File: config.mk
export PLATFORM = sky130hd
export DESIGN_NAME = keypad_scanner
export DESIGN_NICKNAME = d
export VERILOG_FILES = /design/src/rtl/keypad_scanner.sv
export SDC_FILE = /design/constraint.sdc
export NUM_CORES = 1
export LEC_CHECK = 0
export ABC_CLOCK_PERIOD_IN_PS = 21900
export CORE_ASPECT_RATIO = 1.75
export CORE_MARGIN = 2
export CORE_UTILIZATION = 55
export CTS_CLUSTER_SIZE = 20
export DETAILED_ROUTE_END_ITERATION = 8
export GPL_ROUTABILITY_DRIVEN = 0
export PLACE_DENSITY = 0.82
export SKIP_LAST_GASP = 1
export SLEW_MARGIN = 10
export SYNTH_ARGS = -nofsm -noshare
export SYNTH_HDL_FRONTEND = slang
export SYNTH_SLANG_ARGS = --single-unit
File: constraint.sdc
create_clock -name clk -period 21.9 [get_ports clk]
set_input_delay 2.19 -clock clk [delete_from_list [all_inputs] [get_ports clk]]
set_output_delay 2.19 -clock clk [all_outputs]
set_load 0.01 [all_outputs]
File: src/rtl/keypad_scanner.sv
// keypad_scanner: scans a 4x4 active-low matrix keypad one column at a time.
// It debounces whole-scan results and emits one registered key event per press.
// Optional feature: define KEYPAD_ASCII_EN to make key_code the ASCII legend
// character. Without it, key_code is {4'h0, index}.
// Event interface: key_valid is a one-cycle strobe with no backpressure.
// key_code is valid in that cycle and holds until the next strobe.
// key_held is high while the accepted key stays debounced-pressed.
module keypad_scanner #(
    parameter int SCAN_DIV       = 100000,
    parameter int DEBOUNCE_SCANS = 10
) (
    input  logic       clk,
    input  logic       rst,
    input  logic [3:0] row_in,
    output logic [3:0] col_out,
    output logic [7:0] key_code,
    output logic       key_valid,
    output logic       key_held
);
    localparam int              DW         = $clog2(SCAN_DIV);
    localparam logic [DW-1:0]   DWELL_LAST = DW'(SCAN_DIV - 1);
    localparam logic [7:0]      STABLE_CNT = 8'(DEBOUNCE_SCANS);

    typedef enum logic [1:0] {RES_NONE = 2'd0, RES_KEY = 2'd1, RES_MULTI = 2'd2} res_kind_t;
    typedef struct packed {
        res_kind_t  kind;
        logic [3:0] idx;
    } scan_res_t;
    typedef enum logic {RELEASED = 1'b0, PRESSED = 1'b1} state_t;

    logic [3:0]    row_s1, row_s2;
    logic [DW-1:0] dwell;
    logic [1:0]    col_idx;
    logic          sample_edge, scan_done, eval;
    logic [15:0]   hits, hits_full;
    logic [4:0]    hit_count;
    logic [3:0]    hit_idx;
    scan_res_t     new_res, prev_res;
    logic [7:0]    stab_cnt;
    logic          stable;
    state_t        state, state_next;
    logic          fire;

    // Map a key index to its output code (ASCII legend or raw index).
    function automatic logic [7:0] code_of(input logic [3:0] idx);
`ifdef KEYPAD_ASCII_EN
        case (idx)
            4'd0:    code_of = 8'h31;
            4'd1:    code_of = 8'h32;
            4'd2:    code_of = 8'h33;
            4'd3:    code_of = 8'h41;
            4'd4:    code_of = 8'h34;
            4'd5:    code_of = 8'h35;
            4'd6:    code_of = 8'h36;
            4'd7:    code_of = 8'h42;
            4'd8:    code_of = 8'h37;
            4'd9:    code_of = 8'h38;
            4'd10:   code_of = 8'h39;
            4'd11:   code_of = 8'h43;
            4'd12:   code_of = 8'h2A;
            4'd13:   code_of = 8'h30;
            4'd14:   code_of = 8'h23;
            default: code_of = 8'h44;
        endcase
`else
        code_of = {4'h0, idx};
`endif
    endfunction

    // Two-flop synchronizer for the asynchronous row inputs.
    always_ff @(posedge clk or posedge rst) begin
        if (rst) begin
            row_s1 <= 4'hF;
            row_s2 <= 4'hF;
        end else begin
            row_s1 <= row_in;
            row_s2 <= row_s1;
        end
    end

    assign sample_edge = (dwell == DWELL_LAST);
    assign scan_done   = sample_edge && (col_idx == 2'd3);

    // Dwell counter and column index; the column advances after its sample edge.
    always_ff @(posedge clk or posedge rst) begin
        if (rst) begin
            dwell   <= '0;
            col_idx <= 2'd0;
        end else if (sample_edge) begin
            dwell   <= '0;
            col_idx <= col_idx + 2'd1;
        end else begin
            dwell   <= dwell + 1'b1;
        end
    end

    // Active-low one-hot column drive decoded from the column index.
    always_comb begin
        case (col_idx)
            2'd0:    col_out = 4'b1110;
            2'd1:    col_out = 4'b1101;
            2'd2:    col_out = 4'b1011;
            default: col_out = 4'b0111;
        endcase
    end

    // Intersection map with the current column's rows merged in.
    // Bit 4*row+col is set when that key reads closed.
    always_comb begin
        hits_full = hits;
        for (int r = 0; r < 4; r++) begin
            hits_full[{r[1:0], col_idx}] = ~row_s2[r];
        end
    end

    // Latch each column's rows into the intersection map on its sample edge.
    always_ff @(posedge clk or posedge rst) begin
        if (rst) hits <= '0;
        else if (sample_edge) hits <= hits_full;
    end

    // Classify the full scan as NONE, a single KEY, or MULTI.
    always_comb begin
        hit_count = 5'd0;
        hit_idx   = 4'd0;
        for (int i = 0; i < 16; i++) begin
            if (hits_full[i]) begin
                hit_count = hit_count + 5'd1;
                hit_idx   = 4'(i);
            end
        end
        new_res = '{kind: RES_NONE, idx: 4'h0};
        if (hit_count == 5'd1)     new_res = '{kind: RES_KEY, idx: hit_idx};
        else if (hit_count > 5'd1) new_res = '{kind: RES_MULTI, idx: 4'h0};
    end

    assign stable = (stab_cnt == STABLE_CNT);

    // Register the scan result and its saturating run-length on the column-3 sample edge.
    always_ff @(posedge clk or posedge rst) begin
        if (rst) begin
            prev_res <= '{kind: RES_NONE, idx: 4'h0};
            stab_cnt <= 8'd0;
            eval     <= 1'b0;
        end else begin
            eval <= scan_done;
            if (scan_done) begin
                if (new_res != prev_res) begin
                    prev_res <= new_res;
                    stab_cnt <= 8'd1;
                end else if (stab_cnt != STABLE_CNT) begin
                    stab_cnt <= stab_cnt + 8'd1;
                end
            end
        end
    end

    // Debounce FSM state register and the registered event outputs.
    always_ff @(posedge clk or posedge rst) begin
        if (rst) begin
            state     <= RELEASED;
            key_valid <= 1'b0;
            key_code  <= 8'h00;
        end else begin
            state     <= state_next;
            key_valid <= fire;
            if (fire) key_code <= code_of(prev_res.idx);
        end
    end

    // Next state: a press is accepted only from RELEASED, and only a stable NONE releases.
    always_comb begin
        state_next = state;
        fire       = 1'b0;
        if (eval && stable) begin
            case (state)
                RELEASED: if (prev_res.kind == RES_KEY) begin
                    state_next = PRESSED;
                    fire       = 1'b1;
                end
                PRESSED: if (prev_res.kind == RES_NONE) state_next = RELEASED;
                default: state_next = RELEASED;
            endcase
        end
    end

    assign key_held = (state == PRESSED);

endmodule

==> results_tabular.tex <==
\begin{tabular}{lr}
\hline
Metric & Value \\
\hline
\multicolumn{2}{l}{\textbf{Synth}} \\
Area fraction of the dominant cell type after synthesis & 24.7\% \\
Post-synthesis sequential element count & 64 \\
Synth area leader & sky130\_fd\_sc\_hd\_\_dfrtp\_1 \\
Cell area after synthesis & about 5700 um2 \\
Most frequently used cell type in the post-synthesis netlist & sky130\_fd\_sc\_hd\_\_nor2\_1 \\
Most frequently used flop master after synthesis & sky130\_fd\_sc\_hd\_\_dfrtp\_1 \\
Gate count after technology mapping & 657 \\
Post-synth cell types & 87 \\
Sequential share of the synthesized area & 28.5\% \\
Async SR Flop Fraction & 100\% \\
Most instantiated cells after synthesis & sky130\_fd\_sc\_hd\_\_nor2\_1, sky130\_fd\_sc\_hd\_\_nand2\_1, sky130\_fd\_sc\_hd\_\_dfrtp\_1 \\
Top cells by area in the synthesized netlist & sky130\_fd\_sc\_hd\_\_dfrtp\_1, sky130\_fd\_sc\_hd\_\_xnor2\_1, sky130\_fd\_sc\_hd\_\_ha\_1, sky130\_fd\_sc\_hd\_\_nor2\_1, sky130\_fd\_sc\_hd\_\_nand2\_1 \\
Mean instance size in the synthesized netlist & 8.62 um2 \\
Number of flops mapped to enable cells by yosys & 0 \\
Warnings, synthesis & 0 \\
\multicolumn{2}{l}{\textbf{Job}} \\
Max capacitance violation total & 0 \\
\multicolumn{2}{l}{\textbf{Timing}} \\
Max-slew violations & 0 \\
Slew Limit Headroom & roughly two fifths \\
Smallest setup slack after layout & 9.90 ns \\
Setup tns final & 0 ns \\
Hold Violations, Final & 0 \\
Hold WS & 0.355 ns \\
Setup violations, final & 0 \\
Min Clock Period, post-route & between 10 and 15 ns \\
Highest Clock Rate & 83.3 MHz \\
Slew @ Worst Pin & about 0.89 ns \\
RSZ-0062 raised after global routing & no \\
Crit share post-route & 54.8\% \\
Largest clock skew in the final design & 0.00762 ns \\
\multicolumn{2}{l}{\textbf{Power and ir drop}} \\
Tot Pwr & 0.340 mW \\
Max IR drop VDD & 0.0558 mV \\
Power density normalized to cell area & 54.8 nW/um2 \\
Leakage & 2.70 nW \\
\multicolumn{2}{l}{\textbf{Worst setup path}} \\
Slowest library cell on the worst path & sky130\_fd\_sc\_hd\_\_or4b\_1 \\
Slowest stage delay, CP & roughly 0.65 ns \\
Most prevalent standard cell on the critical path & sky130\_fd\_sc\_hd\_\_ha\_1 \\
Critical path class & reg -> reg \\
Data arrival time at the worst-slack endpoint & 12.21 ns \\
Data required time of the critical path & 22.11 ns \\
Sort of element at the end of the critical path & flip-flop \\
Element type at the critical path start & flip-flop \\
Critical-path maximum fanout & 12 \\
\multicolumn{2}{l}{\textbf{GRT}} \\
Antenna violations before repair & 0 \\
Overall overflow remaining after global route & 0 \\
Wire length of the first global-routing pass & 22.7 mm \\
Via count of the first global-routing pass & a little under 5000 \\
Largest net degree at the start of global routing & 65 \\
Total Routing Usage GR & approximately 25\% \\
\multicolumn{2}{l}{\textbf{CTS}} \\
CTS Buffer Depth & 2 \\
Hold Buf Count CTS & 0 \\
Number of setup buffers added after CTS & 0 \\
Count of clock tree sinks & between 60 and 70 \\
Clock transition time at the flip-flop clock pins of the worst setup and hold paths & 0.06 ns \\
Count of H-tree levels built during CTS & 3 \\
Cells resized by post-CTS repair & 0 \\
Clock tree from TritonCTS & yes \\
Worst skew pair latency & 0.33 ns \\
Clk root buf & sky130\_fd\_sc\_hd\_\_clkbuf\_16 \\
Number of buffers created by CTS & 9 \\
\multicolumn{2}{l}{\textbf{Detailed routing}} \\
WL per Instance & 17.1 um \\
Number of remaining DRC errors & 0 \\
Antenna Nets Post-Route & 0 \\
Violation count after the first detailed-routing iteration & 330 \\
Router iterations before antenna repair & 6 \\
Routed via count divided by cell count & approximately 6.3 \\
DRT Wirelength & 13.6 mm \\
Detailed-route via count & approximately 5000 \\
\multicolumn{2}{l}{\textbf{Place}} \\
Count of buffers from port buffering & 15 \\
Final HPWL DP & 9.96 mm \\
Post-Place Setup Slack & 10.13 ns \\
Post-place instance area & 5850 um2 \\
Total placed cells including tap cells & 776 \\
\multicolumn{2}{l}{\textbf{Cells and area}} \\
Final-stage net count & 689 \\
Share of post-route cells with drive strength above 1 & 10.8\% \\
Area added between synthesis and finish & 9.48\% \\
Filler-free cell count of the finished design & about 790 \\
Diode insertion count for antenna repair & 0 \\
Fin util & 60.9\% \\
Post-route design area & 6200 um2 \\
\multicolumn{2}{l}{\textbf{Die}} \\
Core ar. & 10200 um2 \\
Effective utilization at floorplan & 55.7\% \\
Horizontal extent of the die & a little over 80 um \\
Floorplan row count & 49 \\
Vert. Die Dim & 138 um \\
Count of pins on the block boundary & 20 \\
Die area & about 11000 um2 \\
\multicolumn{2}{l}{\textbf{Status}} \\
Outcome & completed \\
\multicolumn{2}{l}{\textbf{Worst hold path}} \\
Class of the most critical hold timing path & reg -> reg \\
\hline
\end{tabular}
-- area by class of cell --
type,instances,area (um2)
sequential,64,1610
timing repair buffer,18,173
clock buffer,10,239
fill,894,3980
multi-input combinational,539,3800
clock inverter,6,115
tap,127,159
inverter,28,105
-- routing by layer --
layer,vias to the layer above,wire [um],part of all wire [%],global-route usage [%]
met5,-,0,0,0
li1,2360,-,-,-
met4,0,647,4.8,13.4
met3,69,453,3.3,2.48
met1,2383,5210,38,29.0
met2,170,7240,53,45.7
-- where the power goes --
part	internal (mW)	leakage, nW	total [mW]	switching [mW]
sequential	0.120	0.852	0.121	0.00101
combinational	0.0215	1.67	0.0519	0.0304
clock	0.115	0.169	0.167	0.0527
total	0.256	2.69	0.340	0.0841
-- cells by family (layout without fill, tap and decap cells) --
family | after synthesis | after routing | share of synthesized area [%]
mux | 21 | 21 | 4.26
xor+xnor | 78 | 78 | 15.2
flops | 64 | 64 | 28.5
fa+ha+maj | 23 | 23 | 5.08
buf+inv | 57 | 62 | 4.79
other cells | 1 | 4 | 0.0662
compound gates | 147 | 147 | 18.0
simple gates | 266 | 266 | 24.2
-- layout by cell type (no fill, tap or decap), types with 20 or more instances in the layout --
cell type,Yosys,routed
sky130_fd_sc_hd__inv_1,27,26
sky130_fd_sc_hd__a21oi_1,31,31
sky130_fd_sc_hd__nor2b_1,22,22
sky130_fd_sc_hd__nor2_1,65,65
sky130_fd_sc_hd__nand2_1,57,57
sky130_fd_sc_hd__dfrtp_1,56,56
sky130_fd_sc_hd__xnor2_1,44,44
sky130_fd_sc_hd__ha_1,23,23
sky130_fd_sc_hd__o21ai_0,26,26
sky130_fd_sc_hd__nand3_1,23,23
sky130_fd_sc_hd__xor2_1,20,20
-- critical path: cells and delay by family, from the launching register on --
| kind | cells | cell delay [ns] |
|---|---|---|
| buffers and inverters | 5 | 0.58 |
| multiplexers | 3 | 0.80 |
| XOR/XNOR | 7 | 1.38 |
| AND/OR/NAND/NOR | 13 | 3.22 |
| adder cells (fa/ha/maj) | 9 | 2.70 |
| flip-flops | 1 | 0.41 |
| AO/OA/AOI/OAI | 10 | 2.77 |
-- path summary, 6_finish.rpt --
path                                   startpoint                      end  slack [ns]  depth (start not counted)
min reg2reg                   row_s1[2]$_DFF_PP1_      row_s2[2]$_DFF_PP1_        0.35                          0
max                        col_idx[0]$_DFFE_PP0N_  prev_res[1]$_DFFE_PP0P_        9.90                         47
max in group asynchronous                     rst  stab_cnt[7]$_DFFE_PP0P_       18.98                          3
min in group asynchronous                     rst  key_code[0]$_DFFE_PP0P_        2.42                          3
max reg2reg                col_idx[0]$_DFFE_PP0N_  prev_res[1]$_DFFE_PP0P_        9.90                         47
min                           row_s1[2]$_DFF_PP1_      row_s2[2]$_DFF_PP1_        0.35                          0
-- registers in the layout (all words and copies together), names as in the netlist, named ones only --
signal	flops
key_valid	1
col_idx	2
prev_res	6
stab_cnt	8
dwell	17
eval	1
hits	16
row_s2	4
row_s1	4
key_code	4
Note: power is estimated with default switching activity, not from simulation.
